==> src/rtl/adder_pkg.sv <==
// Shared definitions for the chunked add/subtract unit: FSM state encodings
// and the width helper for the chunk index register.
package adder_pkg;

   typedef enum logic [1:0] {
      ST_IDLE = 2'd0,
      ST_RUN  = 2'd1,
      ST_DONE = 2'd2
   } state_t;

   // At least one bit, so a single-chunk configuration still has a legal index register.
   function automatic int idx_width(input int n);
      int w;
      w = 1;
      while ((1 << w) < n) w = w + 1;
      return w;
   endfunction

endpackage

==> src/rtl/adder_chunk.sv <==
// Combinational CHUNK-bit adder slice; also exposes the carry into its top bit
// so the caller can derive two's-complement overflow on the final slice.
module adder_chunk #(
   parameter int CHUNK = 4
) (
   input  logic [CHUNK-1:0] a,
   input  logic [CHUNK-1:0] b,
   input  logic             cin,
   output logic [CHUNK-1:0] s,
   output logic             cout,
   output logic             c_msb
);

   logic [CHUNK:0] full;

   assign full  = {1'b0, a} + {1'b0, b} + {{CHUNK{1'b0}}, cin};
   assign s     = full[CHUNK-1:0];
   assign cout  = full[CHUNK];
   // The top sum bit is a^b^carry_in, so the carry into it falls out by xor.
   assign c_msb = a[CHUNK-1] ^ b[CHUNK-1] ^ full[CHUNK-1];

endmodule

==> src/rtl/seq_chunk_adder.sv <==
// Multi-cycle add/subtract: processes CHUNK bits per clock with a registered
// inter-chunk carry, valid/ready handshakes on both sides.
module seq_chunk_adder
   import adder_pkg::*;
#(
   parameter int WIDTH = 8,
   parameter int CHUNK = 4
) (
   input  logic             clk,
   input  logic             rst,
   input  logic             in_valid,
   output logic             in_ready,
   input  logic [WIDTH-1:0] A,
   input  logic [WIDTH-1:0] B,
   input  logic             Cin,
   input  logic             Sub,
   output logic             out_valid,
   input  logic             out_ready,
   output logic [WIDTH-1:0] S,
   output logic             Cout,
   output logic             Ovf
);

   localparam int NCH = WIDTH / CHUNK;
   localparam int IW  = idx_width(NCH);

   generate
      if (CHUNK < 1 || (WIDTH % CHUNK) != 0) begin : g_bad_params
         $error("seq_chunk_adder: WIDTH must be a positive multiple of CHUNK");
      end
   endgenerate

   state_t           state;
   logic [WIDTH-1:0] a_q;
   logic [WIDTH-1:0] b_q;
   logic             carry_q;
   logic [IW-1:0]    idx;
   int               base;
   logic             accept;
   logic             last;
   logic [CHUNK-1:0] ch_s;
   logic             ch_cout;
   logic             ch_cmsb;

   assign accept = (state == ST_IDLE) && in_valid && in_ready;
   assign last   = (idx == IW'(NCH - 1));
   assign base   = int'(idx) * CHUNK;

   adder_chunk #(.CHUNK(CHUNK)) u_chunk (
      .a     (a_q[base +: CHUNK]),
      .b     (b_q[base +: CHUNK]),
      .cin   (carry_q),
      .s     (ch_s),
      .cout  (ch_cout),
      .c_msb (ch_cmsb)
   );

   // Subtraction is folded in at capture time: B is inverted here and the +1 rides in on the carry.
   always_ff @(posedge clk) begin
      if (accept) begin
         a_q <= A;
         b_q <= B ^ {WIDTH{Sub}};
      end
   end

   always_ff @(posedge clk or posedge rst) begin
      if (rst) begin
         state     <= ST_IDLE;
         in_ready  <= 1'b0;
         out_valid <= 1'b0;
         carry_q   <= 1'b0;
         idx       <= '0;
         S         <= '0;
         Cout      <= 1'b0;
         Ovf       <= 1'b0;
      end else begin
         case (state)
            ST_IDLE: begin
               in_ready <= 1'b1;
               if (accept) begin
                  carry_q  <= Sub | Cin;
                  idx      <= '0;
                  in_ready <= 1'b0;
                  state    <= ST_RUN;
               end
            end
            ST_RUN: begin
               S[base +: CHUNK] <= ch_s;
               carry_q          <= ch_cout;
               idx              <= idx + IW'(1);
               if (last) begin
                  Cout      <= ch_cout;
                  Ovf       <= ch_cmsb ^ ch_cout;
                  out_valid <= 1'b1;
                  state     <= ST_DONE;
               end
            end
            ST_DONE: begin
               if (out_ready) begin
                  out_valid <= 1'b0;
                  in_ready  <= 1'b1;
                  state     <= ST_IDLE;
               end
            end
            default: state <= ST_IDLE;
         endcase
      end
   end

endmodule

==> config.mk <==
export PLATFORM = sky130hd
export DESIGN_NAME = seq_chunk_adder
export DESIGN_NICKNAME = d
export VERILOG_FILES = /design/src/rtl/adder_pkg.sv /design/src/rtl/adder_chunk.sv /design/src/rtl/seq_chunk_adder.sv
export SDC_FILE = /design/constraint.sdc
export NUM_CORES = 1
export LEC_CHECK = 0
export BUFFER_PORTS_ARGS = -buffer_cell sky130_fd_sc_hd__buf_2
export CAP_MARGIN = 25
export CORE_MARGIN = 4
export CORE_UTILIZATION = 54
export CTS_BUF_LIST = sky130_fd_sc_hd__clkbuf_8
export DETAILED_ROUTE_END_ITERATION = 6
export PLACE_DENSITY = 0.85
export SETUP_SLACK_MARGIN = 0.4
export SLEW_MARGIN = 20
export SYNTH_ARGS = -nofsm -noshare
export SYNTH_HDL_FRONTEND = slang
export SYNTH_SLANG_ARGS = --single-unit
==> constraint.sdc <==
create_clock -name clk -period 3.2 [get_ports clk]
set_input_delay 0 -clock clk [delete_from_list [all_inputs] [get_ports clk]]
set_output_delay 0 -clock clk [all_outputs]
set_load 0.005 [all_outputs]
* Word level (Yosys, flattened, before mapping)
Index checks and enable logic that the tools add are counted.
** Cells by class
- Add/subtract/negate cells :: 4
- Eq/ne operators :: 5
- Shift operators :: 4
- Multiplexer cells :: 15
- Bitwise logic cells :: 5
- Reduce and logical (&&, ||, !) cells :: 11
** Operators by type and width (count)
- $neg 3->33 :: 1
- $shift 4x33->8 const A :: 1
- $shiftx 4x33->8 :: 1
- $shiftx 8x4->4 :: 2
- $bwmux 8 :: 1
- $pmux 1 s2 :: 4
- $xor 8x8->8 :: 1
- $mux 1 :: 6
- $mux 2 :: 3
- $ne 2x2->1 const B :: 3
- $pmux 2 s3 :: 1
- $reduce_and 2->1 :: 3
- $reduce_and 3->1 :: 2
- $reduce_bool 2->1 :: 3
- $add 4x4->5 :: 1
- $add 5x1->5 :: 1
- $xor 1x1->1 :: 3
- $eq 2x1->1 const B :: 1
- $eq 2x2->1 const B :: 1
- $logic_and 1x1->1 :: 2
- $logic_not 2->1 :: 1
- $add 1x1->1 const B :: 1
- $or 1x1->1 :: 1
** Word-level totals
- Register bits after elaboration :: 32
- Input port bits :: 22
- Output and inout port bits :: 12

* Logic depth before layout (Yosys ltp)
Gate-level depths: netlist (run 1).
- Depth in word-level cells :: 5
- Depth in mapped cells :: 8
- Mapped depth without buffers :: 7

* Modules after synthesis
From an unflattened synthesis (run 1), not the netlist that was laid out.
** Second synthesis, totals
- Cells, all modules :: 98
- Area total of the unflattened synthesis :: 1447.6 µm²
** Modules (own cells, without submodules)
- seq_chunk_adder :: times used 1, cells an instance 81, area an instance 1306.3 µm², sequential area each 880.8 µm²
- adder_chunk :: times used 1, cells an instance 17, area an instance 141.4 µm², sequential area each 0.0 µm²

* Worst setup path after synthesis (run 1)
No wires, ideal clock.
- Path kind :: register -> register
- Start :: register idx
- End :: register Ovf
- Setup time :: 124 ps
- Arrival :: 2344 ps
- Required time :: 3076 ps
- Slack :: 732 ps
- Cell stages (with the launch flop) :: 9
- Buffers on the path :: 1
- Clock period less this slack :: 2468 ps
- Cell sequence :: dfrtp_1 > buf_2 > mux2_2 > fa_1 > fa_1 > a21o_1 > a21oi_2 > xnor2_1 > o21ai_1
** Between the ends
- Longest elaborated chain between the ends :: 5
** RTL lines
- from (decl) :: line seq_chunk_adder.sv:37 : logic [IW-1:0] idx;
- from (signal assigned) :: line seq_chunk_adder.sv:90 : idx <= idx + IW'(1);
- $shiftx 8x4->4, on equally long branches :: line seq_chunk_adder.sv:50, seq_chunk_adder.sv:51
- $add 4x4->5 :: line adder_chunk.sv:16 : assign full = {1'b0, a} + {1'b0, b} + {{CHUNK{1'b0}}, cin};
- $add 5x1->5 :: line adder_chunk.sv:16
- $xor 1x1->1 :: line adder_chunk.sv:20 : assign c_msb = a[CHUNK-1] ^ b[CHUNK-1] ^ full[CHUNK-1];
- $xor 1x1->1 :: line seq_chunk_adder.sv:93 : Ovf <= ch_cmsb ^ ch_cout;
- to (signal assigned) :: line seq_chunk_adder.sv:93
- to (decl) :: line seq_chunk_adder.sv:21 : output logic Ovf
Parallel ways exist; a longest one is shown, timed or not.
A chain may end at the register's enable or synchronous reset.

* Worst setup path in the final report (run 1)
Same ends and word-level chain as after synthesis.

==> results of run 1 <==
cells by family after synthesis:
logic type,Yosys count,share of synthesized area [%]
adders and majority gates,5,5.449
DFF,32,61.86
AOI/OAI and AO/OA,16,7.469
xor gates and xnor gates,11,6.767
muxes,14,11.34
buffers and inverters,5,1.494
and+or+nand+nor,13,5.625
cell usage in the layout, fill, tap and decap left out:
cell / netlist / layout
dfrtp_2: 0 / 1
clkinv_2: 0 / 2
nor2_1: 3 / 3
a21o_1: 3 / 3
a21oi_4: 1 / 1
mux2_2: 13 / 13
dfrtp_1: 16 / 15
a21oi_1: 3 / 3
inv_1: 3 / 3
nand2_2: 1 / 1
mux2_4: 1 / 1
or2_2: 1 / 1
xor2_1: 8 / 8
o311ai_0: 1 / 1
nor2b_2: 1 / 1
o21ai_0: 6 / 6
o21ai_1: 1 / 1
and4bb_1: 1 / 1
dlygate4sd3_1: 0 / 9
ha_1: 3 / 3
nand2_1: 5 / 5
fa_1: 2 / 2
nor3_4: 1 / 1
edfxtp_1: 16 / 16
clkbuf_8: 0 / 6
a21oi_2: 1 / 1
xnor2_1: 3 / 3
buf_2: 2 / 33
registers in the layout (all words and copies together), names as in the netlist:
signal and count:
Cout 1, b_q 8, Ovf 1, S 8, a_q 8, carry_q 1
idx 1, out_valid 1, in_ready 1, state 2
final timing paths:
path | slack (ps) | from | to | depth (start not counted)
min in group asynchronous | 320 | rst | S[1] | 3
max in group asynchronous | 2470 | rst | idx | 3
setup / recovery | 690 | idx | Ovf | 7
hold reg to reg | 500 | S[5] | S[5] | 1
hold / removal | 10 | B[6] | b_q[6] | 2
setup reg to reg | 690 | idx | Ovf | 7
synth_stat cells (2+ instances only):
| cell | n | area, µm² |
|---|---|---|
| o21ai_0 | 6 | 30.03 |
| edfxtp_1 | 16 | 480.5 |
| a21oi_1 | 3 | 15.01 |
| fa_1 | 2 | 40.04 |
| xor2_1 | 8 | 70.07 |
| ha_1 | 3 | 37.54 |
| xnor2_1 | 3 | 26.28 |
| buf_2 | 2 | 10.01 |
| mux2_2 | 13 | 146.4 |
| nand2_1 | 5 | 18.77 |
| a21o_1 | 3 | 22.52 |
| inv_1 | 3 | 11.26 |
| dfrtp_1 | 16 | 400.4 |
| nor2_1 | 3 | 11.26 |
where the power goes:
part | total [W] | internal, W | switching (W)
combinational | 0.000734 | 0.000379 | 0.000355
clock | 0.000314 | 0.000171 | 0.000143
sequential | 0.000704 | 0.000604 | 0.000100
what timing repair did:
action                                  4_1_cts  5_1_grt
hold buffers                                  9        0
endpoints found under the setup margin        0        1
gates resized for setup                       0        1
hold endpoints to repair                     24        0
stage by stage:
step	util, %	worst slack (ps)	area [µm²]	power [W]
detailed placement	64.66	570.8	1617	0.001437
floorplan	-	731.7	1424	0.001229
global route	72.02	554.8	1800	0.001885
CTS	71.97	541.3	1799	0.001768
finish	72.02	685.9	1800	0.001752
global placement	64.66	621.3	1617	0.001402
metal layers:
metal  up-vias  part of all wire (%)  wire length [µm]
met5         -                     0                 0
met4         0                   2.1                49
met3         7                   8.8               205
met2        32                    48              1120
met1       426                    41               965
li1        434                     -                 -
cell type report:
type | instances | area (µm²)
Timing Repair Buffer | 42 | 255.2
Multi-Input combinational cell | 59 | 521.8
Sequential cell | 32 | 882.1
Clock inverter | 2 | 10.01
Inverter | 3 | 11.26
Fill cell | 174 | 699.4
Tap cell | 30 | 37.54
Clock buffer | 6 | 82.58
==> results.cfg, run 1 <==
[synth]
syn_nets = 123
avgSynthCellArea_um2 = 14.83
synth.distinct_cells = 24
ys.flop_type = edfxtp_1
syn_area_um2 = 1424
synth-warning-count = 0
ys_seq_area_share_pct = 61.86
ys_seq_elements = 32
syn-instance-count = 96
async_flop_share_pct = 50.00
synth_edf_count = 16

[clocking]
cts_buffers = 5
htreeDepth = 2
cts_tree = built
clk_pin_slew_worst_paths_ps = 70
clk_latency_ps = 290
cts_sinks = 32
cts_setup_buffers = 0
ctsLongestPathBuffers = 2
root_buffer = clkbuf_8

[sta]
hold_violations = 0
relSlewSlack_pct = 47.12
skew_ps = 6.084
fin_hold_ws_ps = 14.60
fmax_mhz = 397.8
rsz0062_at_grt = false
worst_slew_pin_slew_ps = 793.2
finalCritPeriodShare_pct = 78.57
post-route-min-period_ps = 2514
drv_slew = 0
setup_viol = 0
setup_tns_ps = 0

[routing]
drt_iter0_drc = 43
dr.pass1.iters = 4
viasPerCell = 5.167
post_drt_wl_per_cell_um = 13.45
drc = 0
drt_wl_total_mm = 2.340
vias = 899
drtAntennaViolNets = 0

[worst_setup_path]
crit_path_start_kind = flop
cp_slowest_cell = dfrtp_2
arrival_ps = 2690
crit_path_end_kind = flop
cp_common_cell = fa_1
worstPathRequired_ps = 3370
crit_fanout = 12
crit_family = adder cells
cp.buffers_inverters = 0
crit_type = flop to flop
crit_chain = mux2_2 > fa_1 > fa_1 > a21o_1 > a21oi_2 > xnor2_1 > o21ai_1
slowest_delay_ps = 530

[cells_and_area]
drive_gt1_share_pct = 43.06
diodes = 0
stdcell_count = 174
num-nets-final = 170
syn2layout_area_growth_pct = 26.45

[power_and_ir_drop]
peakVddDrop_v = 0.0006254
leakagePower_nw = 0.7849
powerDensity_nw_per_um2 = 973.1

[global_route]
grt_use_met1_pct = 19.05
grt_pass1_vias = 873
grt_max_degree = 21
grt-busiest-layer = met2
grt.overflow.total = 0
antenna_found_initial = 0
grt_pass1_wl_mm = 3.953
grt_usage_pct = 15.99
grt_util_met3_pct = 7.407
use_met2_pct = 23.87

[status]
status = finished clean

[floorplan]
start_util_pct = 56.96
ioPinCount = 34
fp.dieH_um = 59.35
coreArea_um2 = 2500
dieArea_um2 = 3522
fp-row-count = 18
die_w_um = 59.35

[placed_design]
io_buffers = 33
routabilityCongestion = 0.7806
placed_cells = 157
hpwl_mm = 1.683

[min_path]
min_path_type = input pin to flop

[job]
drv_cap = 0
(Power assumes the default switching activity.)
==> run 2: changes to the inputs <==
==> constraint.sdc (replaced) <==
create_clock -name clk -period 2.5 [get_ports clk]
set_input_delay 0 -clock clk [delete_from_list [all_inputs] [get_ports clk]]
set_output_delay 0 -clock clk [all_outputs]
set_load 0.005 [all_outputs]
==> results.cfg, run 2 (same netlist as run 1, synthesis figures left out) <==
[clocking]
htreeDepth = 2
cts_buffers = 5
cts_tree = built
clk_latency_ps = 280
ctsLongestPathBuffers = 2
clk_pin_slew_worst_paths_ps = 60
cts_sinks = 32
root_buffer = clkbuf_8

[global_route]
grt.overflow.total = 0
grt_usage_pct = 17.70
grt_pass1_vias = 976
antenna_found_initial = 0
grt_max_degree = 21
grt_pass1_wl_mm = 4.374

[sta]
setup_viol = 0
drv_slew = 0
fin_hold_ws_ps = 20.22
rsz0062_at_grt = true
skew_ps = 4.246
relSlewSlack_pct = 45.11
post-route-min-period_ps = 2184
hold_violations = 0
worst_slew_pin_slew_ps = 823.4
finalCritPeriodShare_pct = 87.36
fmax_mhz = 457.9
setup_tns_ps = 0

[job]
drv_cap = 0

[placed_design]
hpwl_mm = 1.770
io_buffers = 33
post_dp_cell_area_um2 = 1637
routabilityCongestion = 0.8591

[worst_setup_path]
crit_path_end_kind = flop
r2r_cells = 7
crit_chain = mux2_4 > fa_2 > fa_2 > a21o_1 > a21oi_2 > xnor2_1 > o21ai_1
regToRegStartpoint = idx
crit_path_start_kind = flop
arrival_ps = 2350
rrSetupSlack_ps = 320
cp_slowest_cell = dfrtp_2
cp_common_cell = fa_2
crit_type = flop to flop
slowest_delay_ps = 440
worstPathRequired_ps = 2660
crit_fanout = 5
timing.rr.end = Ovf

[floorplan]
die_w_um = 59.35
ioPinCount = 34
dieArea_um2 = 3522
fp-row-count = 18
start_util_pct = 56.96
coreArea_um2 = 2500
fp.dieH_um = 59.35

[routing]
viasPerCell = 5.117
post_drt_wl_per_cell_um = 15.17
drtAntennaViolNets = 0
drt_iter0_drc = 23
drt_wl_total_mm = 2.730
vias = 921
dr.pass1.iters = 4
drc = 0

[min_path]
min_to = b_q[6]
worstHoldPathCells = 2
min_path_type = input pin to flop
hold_start = B[6]

[cells_and_area]
fill_cells = 156
final_cell_mix = buf_2 (33), edfxtp_1 (16), dfrtp_1 (15)
diodes = 0
top_regs = S (8), a_q (8), b_q (8)
num-nets-final = 176
final_common_cell = buf_2
drive_gt1_share_pct = 46.00
design_area_um2 = 1873
syn2layout_area_growth_pct = 31.55

[power_and_ir_drop]
powerDensity_nw_per_um2 = 1265
peakVddDrop_v = 0.0007996
leakagePower_nw = 0.8292
finalPower_w = 0.002369

[status]
status = finished clean
run 2: repair_timing:
item	in CTS	in global routing
buffers inserted	3	2
pin swaps	2	3
hold endpoints to repair	24	0
hold buffers	9	0
resized for setup	1	4
setup endpoints to repair	7	7
run 2: final cells by class:
cell class | count | area, µm² | share of cell area, %
Clock buffer | 5 | 68.82 | 3.674
Clock inverter | 3 | 11.26 | 0.6012
Inverter | 3 | 11.26 | 0.6012
Multi-Input combinational cell | 59 | 558.0 | 29.79
Sequential cell | 32 | 882.1 | 47.09
Tap cell | 30 | 37.54 | 2.004
Timing Repair Buffer | 48 | 304.0 | 16.23
run 2: metal layers:
layer  part of all wire [%]  wire length, µm  vias to the layer above  GRT usage, %
met1                     37             1018                      439         17.64
met5                      0                0                        -             0
met2                     55             1488                       32         31.83
met4                    1.6               44                        0         6.149
met3                    6.6              179                        6         8.279
li1                       -                -                      444             -
run 2: how the worst max path moves through the flow:
| stage | start | endpoint |
|---|---|---|
| 4_1_cts | idx | Ovf |
| 6_report | idx | Ovf |
| 2_1_floorplan | idx | Ovf |
| 3_5_place_dp | idx | Ovf |
| 5_1_grt | idx | Ovf |
| 3_3_place_gp | idx | Ovf |
run 2: metrics by stage:
| stage | setup slack, ps | instances | util, % |
|---|---|---|---|
| finish | 315.9 | 180 | 74.92 |
| CTS | 299.3 | 178 | 73.22 |
| global route | 225.2 | 180 | 74.92 |
| global placement | 272.1 | 158 | 65.47 |
| floorplan | 248.4 | 96 | - |
| detailed placement | 189.5 | 158 | 65.47 |
run 2: power breakdown:
part	total, W	switching [W]	internal (W)
combinational	0.00112	0.000523	0.000598
clock	0.000360	0.000175	0.000185
sequential	0.000888	0.000114	0.000774
total	0.00237	0.000812	0.00156
run 2: worst max-delay path, delay by kind of cell (launching register included):
kind / cells / cell delay [ps]
XOR/XNOR: 1 / 140
flip-flops: 1 / 440
multiplexers: 1 / 320
AO/OA/AOI/OAI: 3 / 440
adder cells (fa/ha/maj): 2 / 730
